--- src/rtl/ph_tx_credit_gate.sv ---
// Transmit-side Posted Header credit gate: tracks advertised limit vs. consumed
// credits with modulo-2^W arithmetic, and flags type, limit and starvation errors.
module ph_tx_credit_gate #(
    parameter int unsigned DATA_WIDTH     = 8,
    parameter logic [2:0]  BUFFER_TYPE    = 3'b000,
    parameter int unsigned REQ_WIDTH      = 4,
    parameter int unsigned TIMEOUT_CYCLES = 64
) (
    input  logic                  clk,
    input  logic                  rst,
    input  logic                  fc_update_valid,
    input  logic [DATA_WIDTH+2:0] credit_limit,
    input  logic                  tlp_valid,
    input  logic [REQ_WIDTH-1:0]  tlp_credits,
    output logic                  tlp_ready,
    output logic [DATA_WIDTH-1:0] credits_consumed,
    output logic [DATA_WIDTH-1:0] credits_available,
    output logic                  fc_init_done,
    output logic                  fc_infinite,
    output logic                  type_error,
    output logic                  limit_error,
    output logic                  fc_timeout
);

    localparam int unsigned W     = DATA_WIDTH;
    localparam int unsigned CNT_W = $clog2(TIMEOUT_CYCLES + 1);
    localparam logic [W-1:0]     HALF_RANGE = {1'b1, {(W-1){1'b0}}};
    localparam logic [CNT_W-1:0] CNT_MAX    = CNT_W'(TIMEOUT_CYCLES);

    typedef enum logic {
        ST_INIT,
        ST_ACTIVE
    } state_e;

    state_e           state_q, state_d;
    logic [W-1:0]     limit_q, limit_d;
    logic [W-1:0]     consumed_q, consumed_d;
    logic [CNT_W-1:0] cnt_q, cnt_d;
    logic             init_done_q, init_done_d;
    logic             infinite_q, infinite_d;
    logic             type_err_q, type_err_d;
    logic             limit_err_q, limit_err_d;

    logic             active;
    logic             type_ok;
    logic             upd_match;
    logic             upd_accept;
    logic             transfer;
    logic [W-1:0]     req_ext;
    logic [W-1:0]     headroom;
    logic [W-1:0]     upd_limit;
    logic [W-1:0]     upd_delta;

    // A result within half the counter range is treated as "not past the limit".
    assign active    = (state_q == ST_ACTIVE);
    assign req_ext   = W'(tlp_credits);
    assign headroom  = limit_q - (consumed_q + req_ext);
    assign upd_limit = credit_limit[W-1:0];
    assign upd_delta = upd_limit - limit_q;
    assign type_ok   = (credit_limit[W+2:W] == BUFFER_TYPE);
    assign upd_match = fc_update_valid & type_ok;
    assign tlp_ready = active & (infinite_q | (headroom <= HALF_RANGE));
    assign transfer  = tlp_valid & tlp_ready;

    always_comb begin
        state_d     = state_q;
        limit_d     = limit_q;
        consumed_d  = consumed_q;
        cnt_d       = cnt_q;
        init_done_d = init_done_q;
        infinite_d  = infinite_q;
        type_err_d  = type_err_q | (fc_update_valid & ~type_ok);
        limit_err_d = limit_err_q;
        upd_accept  = 1'b0;

        case (state_q)
            ST_INIT: begin
                cnt_d = '0;
                if (upd_match) begin
                    limit_d     = upd_limit;
                    infinite_d  = (upd_limit == '0);
                    init_done_d = 1'b1;
                    state_d     = ST_ACTIVE;
                end
            end
            ST_ACTIVE: begin
                if (transfer) begin
                    consumed_d = consumed_q + req_ext;
                end
                // Infinite credit mode freezes the limit for good.
                if (upd_match && !infinite_q) begin
                    if (upd_delta <= HALF_RANGE) begin
                        limit_d    = upd_limit;
                        upd_accept = 1'b1;
                    end else begin
                        limit_err_d = 1'b1;
                    end
                end
                if (transfer || upd_accept || !tlp_valid) begin
                    cnt_d = '0;
                end else if (cnt_q != CNT_MAX) begin
                    cnt_d = cnt_q + CNT_W'(1);
                end
            end
            default: state_d = ST_INIT;
        endcase
    end

    always_ff @(posedge clk) begin
        if (rst) begin
            state_q     <= ST_INIT;
            limit_q     <= '0;
            consumed_q  <= '0;
            cnt_q       <= '0;
            init_done_q <= 1'b0;
            infinite_q  <= 1'b0;
            type_err_q  <= 1'b0;
            limit_err_q <= 1'b0;
        end else begin
            state_q     <= state_d;
            limit_q     <= limit_d;
            consumed_q  <= consumed_d;
            cnt_q       <= cnt_d;
            init_done_q <= init_done_d;
            infinite_q  <= infinite_d;
            type_err_q  <= type_err_d;
            limit_err_q <= limit_err_d;
        end
    end

    assign credits_consumed  = consumed_q;
    assign credits_available = !active   ? '0 :
                               infinite_q ? '1 : (limit_q - consumed_q);
    assign fc_init_done      = init_done_q;
    assign fc_infinite       = infinite_q;
    assign type_error        = type_err_q;
    assign limit_error       = limit_err_q;
    assign fc_timeout        = (cnt_q == CNT_MAX);

endmodule

--- config.mk ---
export PLATFORM = sky130hd
export DESIGN_NAME = ph_tx_credit_gate
export DESIGN_NICKNAME = d
export VERILOG_FILES = /design/src/rtl/ph_tx_credit_gate.sv
export SDC_FILE = /design/constraint.sdc
export NUM_CORES = 1
export LEC_CHECK = 0
export CAP_MARGIN = 20
export CORE_MARGIN = 2
export CORE_UTILIZATION = 50
export DETAILED_ROUTE_END_ITERATION = 10
export PLACE_DENSITY_LB_ADDON = 0.1
export SETUP_SLACK_MARGIN = 0.05
export SLEW_MARGIN = 20
export SYNTH_ARGS = -nofsm -noshare
export SYNTH_HDL_FRONTEND = slang
export SYNTH_SLANG_ARGS = --single-unit
--- constraint.sdc ---
create_clock -name clk -period 8.6 [get_ports clk]
set_clock_uncertainty 0.15 [all_clocks]
set_input_delay 2.15 -clock clk [delete_from_list [all_inputs] [get_ports clk]]
set_output_delay 2.15 -clock clk [all_outputs]
set_load 0.02 [all_outputs]
# After elaboration in Yosys (flattened, before gate mapping)
# Cells that the tools add are included.
word_totals:
  inputBits: 19
  word_cells: 55
  output_inout_bits: 22
  latch_bits: 0
  ram_bits: 0
  mem_count: 0
  mem_bits_ro: 0
  register_bits: 28
op_classes:
  n_addsub: 5
  mux: 14
  magnitude_cmp: 2
  div: 0
  n_reduce_logical: 11
  n_bitwise: 9
  eq_ne: 6
  n_mul: 0
  shift: 0
ops:
  columns: ["operator", "n"]
  rows:
  - ["2-to-1 mux 8 bit", 5]
  - ["subtractor 8 bit", 3]
  - ["less-or-equal comparator 8 bit, second input constant", 2]
  - ["case mux 8 bit (2 select lines)", 1]
  - ["2-to-1 mux 7 bit", 2]
  - ["case mux 7 bit (2 select lines)", 1]
  - ["adder 8 x 4 -> 8 bit", 1]
  - ["logical NOT 8 bit", 1]
  - ["adder 7 x 1 -> 7 bit, second input constant", 1]
  - ["equality test 7 bit, second input constant", 1]
  - ["inequality test 7 bit, second input constant", 1]
  - ["AND reduction 3 bit", 2]
  - ["2-to-1 mux 1 bit", 5]
  - ["AND 1 bit", 4]
  - ["inequality test 2 x 1 -> 1 bit, second input constant", 2]
  - ["AND reduction 2 bit", 2]
  - ["logical NOT 3 bit", 1]
  - ["inequality test 3 x 1 -> 1 bit, second input constant", 1]
  - ["NOT 1 bit", 3]
  - ["logical NOT 1 bit", 2]
  - ["logical OR 1 bit", 2]
  - ["inequality test 2 bit, second input constant", 1]
  - ["bitwise OR 1 bit", 2]
  - ["logical AND 1 bit", 1]

# Longest topological paths before layout
# Gate-level depths: netlist of the first run.
depth:
  word_depth: 10
  mapped_depth: 16
  depth_no_buf: 16

# Least setup slack after synthesis of the first run
# OpenSTA, ideal clock, no wires.
synth_path:
  path_type: "input port to output port"
  from: "input tlp_credits[0]"
  to: "output tlp_ready"
  slack_ns: 1.408
  path_buffers: 0
  arrival_ns: 4.892
  cell_stages: 15
  required_time_ns: 6.300
  path_cell_list: "ha_1 > inv_1 > fa_1 > nor2b_1 > o21ai_0 > nand2b_1 > and3_1 > xnor2_1 > ha_1 > a211o_1 > nand2_1 > nand4_1 > a2111o_1 > o211ai_1 > and2_1"
synth_between:
  elab_chain_cells: 5
synth_lines:
  columns: ["item", "line", "text"]
  rows:
  - ["from (decl)", "14", "input logic [REQ_WIDTH-1:0] tlp_credits,"]
  - ["adder 8 x 4 -> 8 bit", "57", "assign headroom = limit_q - (consumed_q + req_ext);"]
  - ["subtractor 8 bit", "57", null]
  - ["less-or-equal comparator 8 bit", "62", "assign tlp_ready = active & (infinite_q | (headroom <= HALF_RANGE));"]
  - ["bitwise OR 1 bit", "62", null]
  - ["AND 1 bit", "62", null]
  - ["to (decl)", "15", "output logic tlp_ready,"]
# No other way between the ends.

# Final worst setup path of the first run
# Ends and elaborated chain as after synthesis.

==> results of run 1 <==
per-layer routing:
layer / GRT usage / wire (um) / vias to the layer above
met1: 0.291 / 2730 / 1047
met3: 0.0281 / 154 / 4
met4: 0.0516 / 46 / 0
met5: 0 / 0 / -
li1: - / - / 1165
met2: 0.362 / 2630 / 37
registers in the layout (all words and copies together) (netlist names):
signal,cells
limit_q,8
fc_infinite,1
active,1
fc_init_done,1
credits_consumed,8
limit_error,1
type_error,1
cnt_q,7
cells in the final DEF (no fill, tap or decap), drive strengths merged, types with 2 or more instances in the layout:
cell	n
a211oi	3
o21a	2
or4	3
mux2i	11
nor4	5
a31oi	3
a31o	2
and3	4
clkdlybuf4s50	40
nand4	6
mux2	2
nand2b	24
nor3	9
o41ai	2
nand3	7
ha	27
a211o	4
o21ai	10
xnor2	12
xor2	11
and2	3
a21o	6
o211ai	2
buf	2
inv	27
nor2b	5
dfxtp	28
nand2	11
a21oi	20
clkbuf	3
nor2	19
fa	4
o31ai	4
a21boi	9
area by class of cell:
cell class | count | area share
clock inverters | 1 | 0.00986
flip-flops and latches | 28 | 0.184
inverters | 27 | 0.0333
repair buffers | 42 | 0.136
multi-input cells | 241 | 0.595
well taps | 67 | 0.0275
clock buffers | 3 | 0.0136
logic make-up after synthesis:
| family | after synthesis | share of synthesized area |
|---|---|---|
| simple gates | 101 | 0.221 |
| compound gates | 73 | 0.204 |
| buf+inv | 33 | 0.0501 |
| fa+ha+maj | 31 | 0.167 |
| flops | 28 | 0.224 |
| xor+xnor | 23 | 0.0806 |
| mux | 13 | 0.0531 |
power by group through the flow:
| stage | combinational, mW | sequential (mW) | clock (mW) |
|---|---|---|---|
| finish | 0.0815 | 0.135 | 0.108 |
| global route | 0.0910 | 0.135 | 0.115 |
| CTS | 0.0815 | 0.135 | 0.109 |
| detailed placement | 0.0810 | 0.138 | 0 |
| global placement | 0.0804 | 0.138 | 0 |
| floorplan | 0.0553 | 0.137 | 0 |
how the worst min path moves through the flow:
stage | start | end | depth (start not counted) | slack (ns)
global placement | fc_init_done$_SDFFE_PP0P_ | fc_init_done$_SDFFE_PP0P_ | 2 | 0.29
finish | fc_init_done$_SDFFE_PP0P_ | fc_init_done$_SDFFE_PP0P_ | 2 | 0.31
CTS | fc_init_done$_SDFFE_PP0P_ | fc_init_done$_SDFFE_PP0P_ | 2 | 0.31
floorplan | limit_q[0]$_SDFFE_PP0P_ | limit_q[0]$_SDFFE_PP0P_ | 2 | 0.32
detailed placement | fc_init_done$_SDFFE_PP0P_ | fc_init_done$_SDFFE_PP0P_ | 2 | 0.29
global route | fc_init_done$_SDFFE_PP0P_ | fc_init_done$_SDFFE_PP0P_ | 2 | 0.33
worst max-delay path, cell delays in order:
cell and delay (ns):
clkdlybuf4s50_1 0.46, ha_1 0.19, inv_1 0.06, fa_1 0.40, nor2b_1 0.12, o21ai_0 0.09, nand2b_1 0.17, and3_1 0.24
xnor2_1 0.14, ha_1 0.30, a211o_1 0.24, nand2_1 0.06, nand4_1 0.09, a2111o_1 0.39, o211ai_1 0.13, and2_1 0.16
clkdlybuf4s50_1 0.60
stage by stage:
step / hold WS [ns] / area [um^2] / std cells / util
after floorplan: 0.319 / 2500 / 302 / -
after global placement: 0.290 / 2980 / 405 / 0.622
after detailed placement: 0.292 / 2980 / 405 / 0.622
after CTS: 0.314 / 3050 / 409 / 0.637
after global routing: 0.329 / 3050 / 409 / 0.637
final: 0.312 / 3050 / 409 / 0.637
==> reports/qor.tcl, run 1 <==
set qor(yosys_register_bits) 28
set qor(worst-endpoint-arrival_ns) 6.00
set qor(gp_routability_congestion) 0.963
set qor(largest_buffer_count_on_any_clock_path) 2
set qor(synth_common_cells) {dfxtp_1 (28), ha_1 (27), inv_1 (27)}
set qor(power_switching_share) 0.280
set qor(most_used_standard_cell_by_instance_count_after_synthesis) {dfxtp_1}
set qor(worstHoldPathType) {flip-flop to flip-flop}
set qor(cp-end-kind) {output port}
set qor(cts_max_level) 1
set qor(worst-slew-pin-transition_ns) 0.854
set qor(setup.worst_path.start) {tlp_credits[0]}
set qor(detail_route.vias_per_cell) 5.51
set qor(ctsResizeCount) 0
set qor(finalWorstPathRequiredPeriod_ns) 8.30
set qor(flow.area_growth_from_synthesis_pct) 21.9
set qor(worst_ep_required_time_ns) 6.30
set qor(unrepaired_setup_endpoints_after_global_routing) {no}
set qor(drive_gt1_frac) 0.0468
set qor(critPathLaunchType) {input pin}
set qor(postRouteWirelength_mm) 5.56
set qor(unique_masters_post_synth) 47
set qor(root_buffer) {clkbuf_8}
set qor(synth-seq-area-share) 0.224
set qor(io_buffer_count) 40
set qor(hold_viol) 0
set qor(grt_use_total) 0.214
set qor(clock_power_share) 0.332
set qor(post_synth_inst_count) 302
set qor(effective_utilization_at_floorplan) 0.522
set qor(count_of_tritonroute_iterations_in_the_first_routing_pass) 4
set qor(die_area_um2) 5580
set qor(clkLatencyLatePin_ns) 0.28
set qor(synth.top_cells.by_area) {dfxtp_1 (22%), ha_1 (14%), nand2b_1 (6.0%), mux2i_1 (4.4%), xnor2_1 (4.2%)}
set qor(worstRegToRegCells) 16
set qor(fillers) 440
set qor(area.sequential_um2) 561
set qor(timing.critical_path.fanout_max) 6
set qor(net_sw_power_mw) 0.0908
set qor(timing.max_slew.rel_slack) 0.426
set qor(postSynth.asyncResetShare) 0
set qor(ctsHoldBuffers) 0
set qor(clkSinkCount) 28
set qor(fin_tns_setup_ns) 0
set qor(p_comb_frac) 0.252
set qor(p_leak_nw) 1.18
set qor(slew_viol_final) 0
set qor(grt_max_degree) 35
set qor(cts_tree) {done}
set qor(outcome) {complete, no violations}
set qor(worst_case_vdd_ir_drop_v) 0.0000584
set qor(grt_overflow_total) 0
set qor(drt_iter0_markers) 91
set qor(drc) 0
set qor(powerDensity_nw_per_um2) 106
set qor(routedWlPerCell_um) 13.6
set qor(post_cts.repair.setup_buffers) 0
set qor(via_count) 2253
set qor(mappedNetlistArea_um2) 2500
set qor(synth_top_area_frac) 0.224
set qor(timing.max_cap.violations) 0
set qor(timing.final.ws_setup_ns) 0.303
set qor(rrSetupSlack_ns) 4.56
set qor(postSynthAreaPerCell_um2) 8.28
set qor(crit_type) {input pin to output port}
set qor(postSynth.topFlopCell) {dfxtp_1}
set qor(synth-edff-count) 0
set qor(nets) 393
set qor(grt_first_pass_wirelength_mm) 9.37
set qor(grt_antenna_before_repair) 0
set qor(multiInputGateArea_um2) 1810
set qor(seq_power_share) 0.416
set qor(io-pin-count) 41
set qor(tritoncts.num_buffers) 3
set qor(die_w_um) 74.7
set qor(estimated_wirelength_of_the_detail_placed_design_mm) 4.46
set qor(synthDominantAreaCellType) {dfxtp_1}
set qor(setup-violations-final) 0
set qor(place_ws_ns) 0.301
set qor(dieHeight_um) 74.7
set qor(number_of_cell_rows) 25
set qor(postSynthNetCount) 352
set qor(regToRegStartpoint) {credits_consumed[0]$_SDFFE_PP0P_}
set qor(first_global_vias) 2133
set qor(clock_slew_at_reported_path_ffs_ns) 0.11
set qor(number_of_warnings_reported_in_the_yosys_synthesis_log) 0
set qor(post_layout_power_mw) 0.324
set qor(setup.worst_path.end) {tlp_ready}
set qor(ant_nets) 0
set qor(period_share) 0.965
set qor(worstReg2RegEnd) {credits_consumed[3]$_SDFFE_PP0P_}
set qor(p_int_mw) 0.233
set qor(max_freq_mhz) 121
set qor(core_um2) 4790
set qor(num_antenna_cells) 0
(Power assumes the default switching activity.)
==> inputs of run 2 (changes only) <==
Settings changed: CORE_ASPECT_RATIO set to 1.4.
==> reports/qor.tcl, run 2 (same netlist as run 1, synthesis figures left out) <==
set qor(mostFrequentLayoutCells) {clkdlybuf4s50_1 (40), dfxtp_1 (28), inv_1 (27), ha_1 (27), nand2b_1 (24)}
set qor(grt_overflow_total) 0
set qor(count_of_tritonroute_iterations_in_the_first_routing_pass) 4
set qor(critPathLaunchType) {input pin}
set qor(die_w_um) 63.8
set qor(holdWs_ns) 0.302
set qor(worst-slew-pin-transition_ns) 0.901
set qor(clkSinkCount) 28
set qor(worstHoldPathType) {flip-flop to flip-flop}
set qor(dieHeight_um) 87.7
set qor(grt_max_degree) 35
set qor(setup-violations-final) 0
set qor(worst_case_vdd_ir_drop_v) 0.0000523
set qor(flow.area_growth_from_synthesis_pct) 21.7
set qor(finalWorstPathRequiredPeriod_ns) 8.25
set qor(final_core_util) 0.628
set qor(setup.worst_path.start) {tlp_credits[0]}
set qor(timing.max_slew.rel_slack) 0.394
set qor(nets) 393
set qor(drive_gt1_frac) 0.0468
set qor(outcome) {complete, no violations}
set qor(first_global_vias) 2303
set qor(crit_type) {input pin to output port}
set qor(root_buffer) {clkbuf_8}
set qor(postRouteWirelength_mm) 5.75
set qor(holdCritStartpoint) {fc_init_done$_SDFFE_PP0P_}
set qor(period_share) 0.959
set qor(io_buffer_count) 40
set qor(clkLatencyLatePin_ns) 0.28
set qor(ant_nets) 0
set qor(io-pin-count) 41
set qor(fillers) 453
set qor(core_um2) 4840
set qor(clock_slew_at_reported_path_ffs_ns) 0.10
set qor(layout.cells.most_common) {clkdlybuf4s50_1}
set qor(detail_route.vias_per_cell) 5.67
set qor(num_antenna_cells) 0
set qor(grt_antenna_before_repair) 0
set qor(unrepaired_setup_endpoints_after_global_routing) {no}
set qor(post_cts.repair.setup_buffers) 0
set qor(cts_max_level) 1
set qor(routedWlPerCell_um) 14.2
set qor(grt_use_total) 0.221
set qor(ctsResizeCount) 0
set qor(grt_first_pass_wirelength_mm) 10.0
set qor(ctsHoldBuffers) 0
set qor(drc) 0
set qor(number_of_cell_rows) 30
set qor(estimated_wirelength_of_the_detail_placed_design_mm) 4.65
set qor(cts_tree) {done}
set qor(powerDensity_nw_per_um2) 107
set qor(drt_iter0_markers) 114
set qor(worst-endpoint-arrival_ns) 5.95
set qor(slew_viol_final) 0
set qor(post_layout_power_mw) 0.325
set qor(worst_ep_required_time_ns) 6.30
set qor(p_leak_nw) 1.18
set qor(gp_routability_congestion) 0.869
set qor(cp-end-kind) {output port}
set qor(timing.critical_path.fanout_max) 6
set qor(via_count) 2304
set qor(timing.max_cap.violations) 0
set qor(fin_tns_setup_ns) 0
set qor(largest_buffer_count_on_any_clock_path) 2
set qor(effective_utilization_at_floorplan) 0.516
set qor(hold_viol) 0
set qor(die_area_um2) 5590
set qor(tritoncts.num_buffers) 3
set qor(max_freq_mhz) 121
set qor(regToRegStartpoint) {credits_consumed[0]$_SDFFE_PP0P_}
## run 2: layer usage
| layer | wire (um) | vias to the layer above | global-route usage |
|---|---|---|---|
| met2 | 2920 | 46 | 0.397 |
| met3 | 175 | 19 | 0.0257 |
| met4 | 209 | 0 | 0.105 |
| met1 | 2450 | 1068 | 0.262 |
| met5 | 0 | - | 0 |
| li1 | - | 1171 | - |
## run 2: final cells by class
class,count,area (um^2),area share
Timing Repair Buffer,42,415,0.137
Clock buffer,3,41.3,0.0136
Clock inverter,1,30.0,0.00987
Multi-Input combinational cell,241,1810,0.596
Sequential cell,28,561,0.184
Inverter,27,101,0.0333
Tap cell,64,80.1,0.0263
## run 2: final timing paths
kind              cells past startpoint                                to  slack, ns
hold reg to reg                       2         fc_init_done$_SDFFE_PP0P_       0.30
hold / removal                        2         fc_init_done$_SDFFE_PP0P_       0.30
setup / recovery                     17                         tlp_ready       0.35
setup reg to reg                     16  credits_consumed[3]$_SDFFE_PP0P_       4.65
## run 2: worst max-delay path, cell delays in order
cell	delay, ns
clkdlybuf4s50_1	0.46
ha_1	0.19
inv_1	0.06
fa_1	0.39
nor2b_1	0.11
o21ai_0	0.08
nand2b_1	0.15
and3_1	0.24
xnor2_1	0.14
ha_1	0.31
a211o_1	0.25
nand2_1	0.06
nand4_1	0.09
a2111o_1	0.40
o211ai_1	0.12
and2_1	0.15
clkdlybuf4s50_1	0.59
## run 2: where the power goes
group / leakage (nW) / internal (mW) / switching, mW / total, mW
logic: 0.921 / 0.0391 / 0.0434 / 0.0825
clock network: 0.0357 / 0.0625 / 0.0455 / 0.108
registers: 0.226 / 0.132 / 0.00295 / 0.135
total: 1.18 / 0.233 / 0.0919 / 0.325
## run 2: metrics by stage
stage / setup slack, ns / cell area [um^2] / std cells
final: 0.352 / 3040 / 406
after CTS: 0.354 / 3040 / 406
after global placement: 0.418 / 2970 / 402
after floorplan: 1.41 / 2500 / 302
after global routing: 0.0887 / 3040 / 406
after detailed placement: 0.362 / 2970 / 402
==> inputs of run 3 (changes only) <==
Settings changed: CELL_PAD_IN_SITES_DETAIL_PLACEMENT set to 1, CELL_PAD_IN_SITES_GLOBAL_PLACEMENT set to 2, CORE_UTILIZATION 50 to 34.
==> reports/qor.tcl, run 3 (same netlist as run 1, synthesis figures left out) <==
set qor(gp_routability_congestion) 0.853
set qor(grt_overflow_total) 0
set qor(timing.critical_path.mode_cell) {ha_1}
set qor(hold_viol) 0
set qor(number_of_cell_rows) 37
set qor(routedWlPerCell_um) 15.9
set qor(nets) 393
set qor(drive_gt1_frac) 0.0468
set qor(worstSetupPathDepth) 17
set qor(largest_buffer_count_on_any_clock_path) 2
set qor(p_leak_nw) 1.20
set qor(unrepaired_setup_endpoints_after_global_routing) {no}
set qor(timing.critical_path.fanout_max) 6
set qor(io-pin-count) 41
set qor(estimated_wirelength_of_the_detail_placed_design_mm) 5.72
set qor(worst_ep_required_time_ns) 6.30
set qor(core_um2) 7220
set qor(first_global_vias) 2542
set qor(root_buffer) {clkbuf_8}
set qor(worst_case_vdd_ir_drop_v) 0.0000578
set qor(finalWorstPathRequiredPeriod_ns) 7.95
set qor(hold-path-cell-count) 2
set qor(setup-violations-final) 0
set qor(mostFrequentLayoutCells) {clkdlybuf4s50_1 (39), dfxtp_1 (28), inv_1 (27), ha_1 (27), nand2b_1 (24)}
set qor(slew_viol_final) 0
set qor(clkSinkCount) 28
set qor(worst-endpoint-arrival_ns) 5.65
set qor(io_buffer_count) 40
set qor(worst-slew-pin-transition_ns) 0.973
set qor(drt_iter0_markers) 70
set qor(cts_max_level) 1
set qor(crit_type) {input pin to output port}
set qor(clkLatencyLatePin_ns) 0.28
set qor(critPathLaunchType) {input pin}
set qor(period_share) 0.924
set qor(cp-end-kind) {output port}
set qor(ctsHoldBuffers) 0
set qor(crit_slowest_cell) {clkdlybuf4s50_1}
set qor(detail_route.vias_per_cell) 5.31
set qor(ant_nets) 0
set qor(outcome) {complete, no violations}
set qor(timing.max_cap.violations) 0
set qor(path_buf_inv) 3
set qor(dieHeight_um) 105
set qor(cts_tree) {done}
set qor(drc) 0
set qor(timing.max_slew.rel_slack) 0.346
set qor(clock_slew_at_reported_path_ffs_ns) 0.11
set qor(die_w_um) 76.5
set qor(flow.area_growth_from_synthesis_pct) 23.5
set qor(final_core_util) 0.427
set qor(grt_use_total) 0.183
set qor(count_of_tritonroute_iterations_in_the_first_routing_pass) 3
set qor(worstHoldPathType) {flip-flop to flip-flop}
set qor(grt_antenna_before_repair) 0
set qor(die_area_um2) 8060
set qor(worst_path_largest_cell_delay_ns) 0.46
set qor(timing.critical_path.cells) {clkdlybuf4s50_1, ha_1, inv_1, fa_1, nor2b_1, o21ai_0, nand2b_1, and3_1, xnor2_1, ha_1, a211o_1, nand2_1, nand4_1, a2111o_1, o211ai_1, and2_1, dlymetal6s2s_1}
set qor(worstRegToRegCells) 16
set qor(grt_first_pass_wirelength_mm) 12.1
set qor(path_delay_family) {adder cells}
set qor(effective_utilization_at_floorplan) 0.346
set qor(num_antenna_cells) 0
set qor(tritoncts.num_buffers) 3
set qor(postRouteWirelength_mm) 6.99
set qor(max_freq_mhz) 126
set qor(powerDensity_nw_per_um2) 107
set qor(grt_max_degree) 35
set qor(layout.cells.most_common) {clkdlybuf4s50_1}
set qor(via_count) 2331
set qor(fin_tns_setup_ns) 0
==> run 3: through the flow <==
step | power (mW) | setup WS, ns | cell area, um^2 | cells | hold slack [ns]
finish | 0.330 | 0.650 | 3090 | 439 | 0.303
detailed placement | 0.223 | 0.249 | 3010 | 435 | 0.290
global route | 0.347 | 0.343 | 3090 | 439 | 0.347
CTS | 0.334 | 0.242 | 3080 | 439 | 0.307
floorplan | 0.193 | 1.41 | 2500 | 302 | 0.319
global placement | 0.222 | 0.322 | 3010 | 435 | 0.288
==> run 3: cell type report <==
type	count	area [um^2]
multi-input cells	241	1810
repair buffers	42	418
well taps	97	121
inverters	27	101
fillers	898	4140
flip-flops and latches	28	561
clock inverters	1	30.0
clock buffers	3	41.3
==> run 3: report_power, final <==
group / internal [mW] / switching, mW / total [mW]
combinational: 0.0392 / 0.0459 / 0.0851
clock: 0.0624 / 0.0472 / 0.110
sequential: 0.132 / 0.00292 / 0.135
==> run 3: worst min-delay path, delay by kind of cell, from the launching register on <==
kind                   cells  cell delay (ns)
buffers and inverters      1             0.05
flip-flops                 1             0.32
AO/OA/AOI/OAI              1             0.05
==> run 3: worst paths after layout <==
kind / start / end / slack (ns)
setup / recovery: tlp_credits[0] / tlp_ready / 0.65
hold / removal: fc_init_done$_SDFFE_PP0P_ / fc_init_done$_SDFFE_PP0P_ / 0.30
hold reg to reg: fc_init_done$_SDFFE_PP0P_ / fc_init_done$_SDFFE_PP0P_ / 0.30
setup reg to reg: credits_consumed[0]$_SDFFE_PP0P_ / credits_consumed[3]$_SDFFE_PP0P_ / 4.57
==> run 3: what timing repair did <==
action | in CTS | in global routing
setup endpoints to repair | 0 | 1
resized for setup | 0 | 1
buffers inserted | 0 | 0
==> run 3: layer usage <==
| layer | GRT usage | vias up | share of wire |
|---|---|---|---|
| met5 | 0 | - | 0 |
| met4 | 0.0649 | 0 | 0.027 |
| met3 | 0.0103 | 10 | 0.012 |
| met2 | 0.349 | 26 | 0.53 |
| met1 | 0.212 | 1134 | 0.43 |
| li1 | - | 1161 | - |
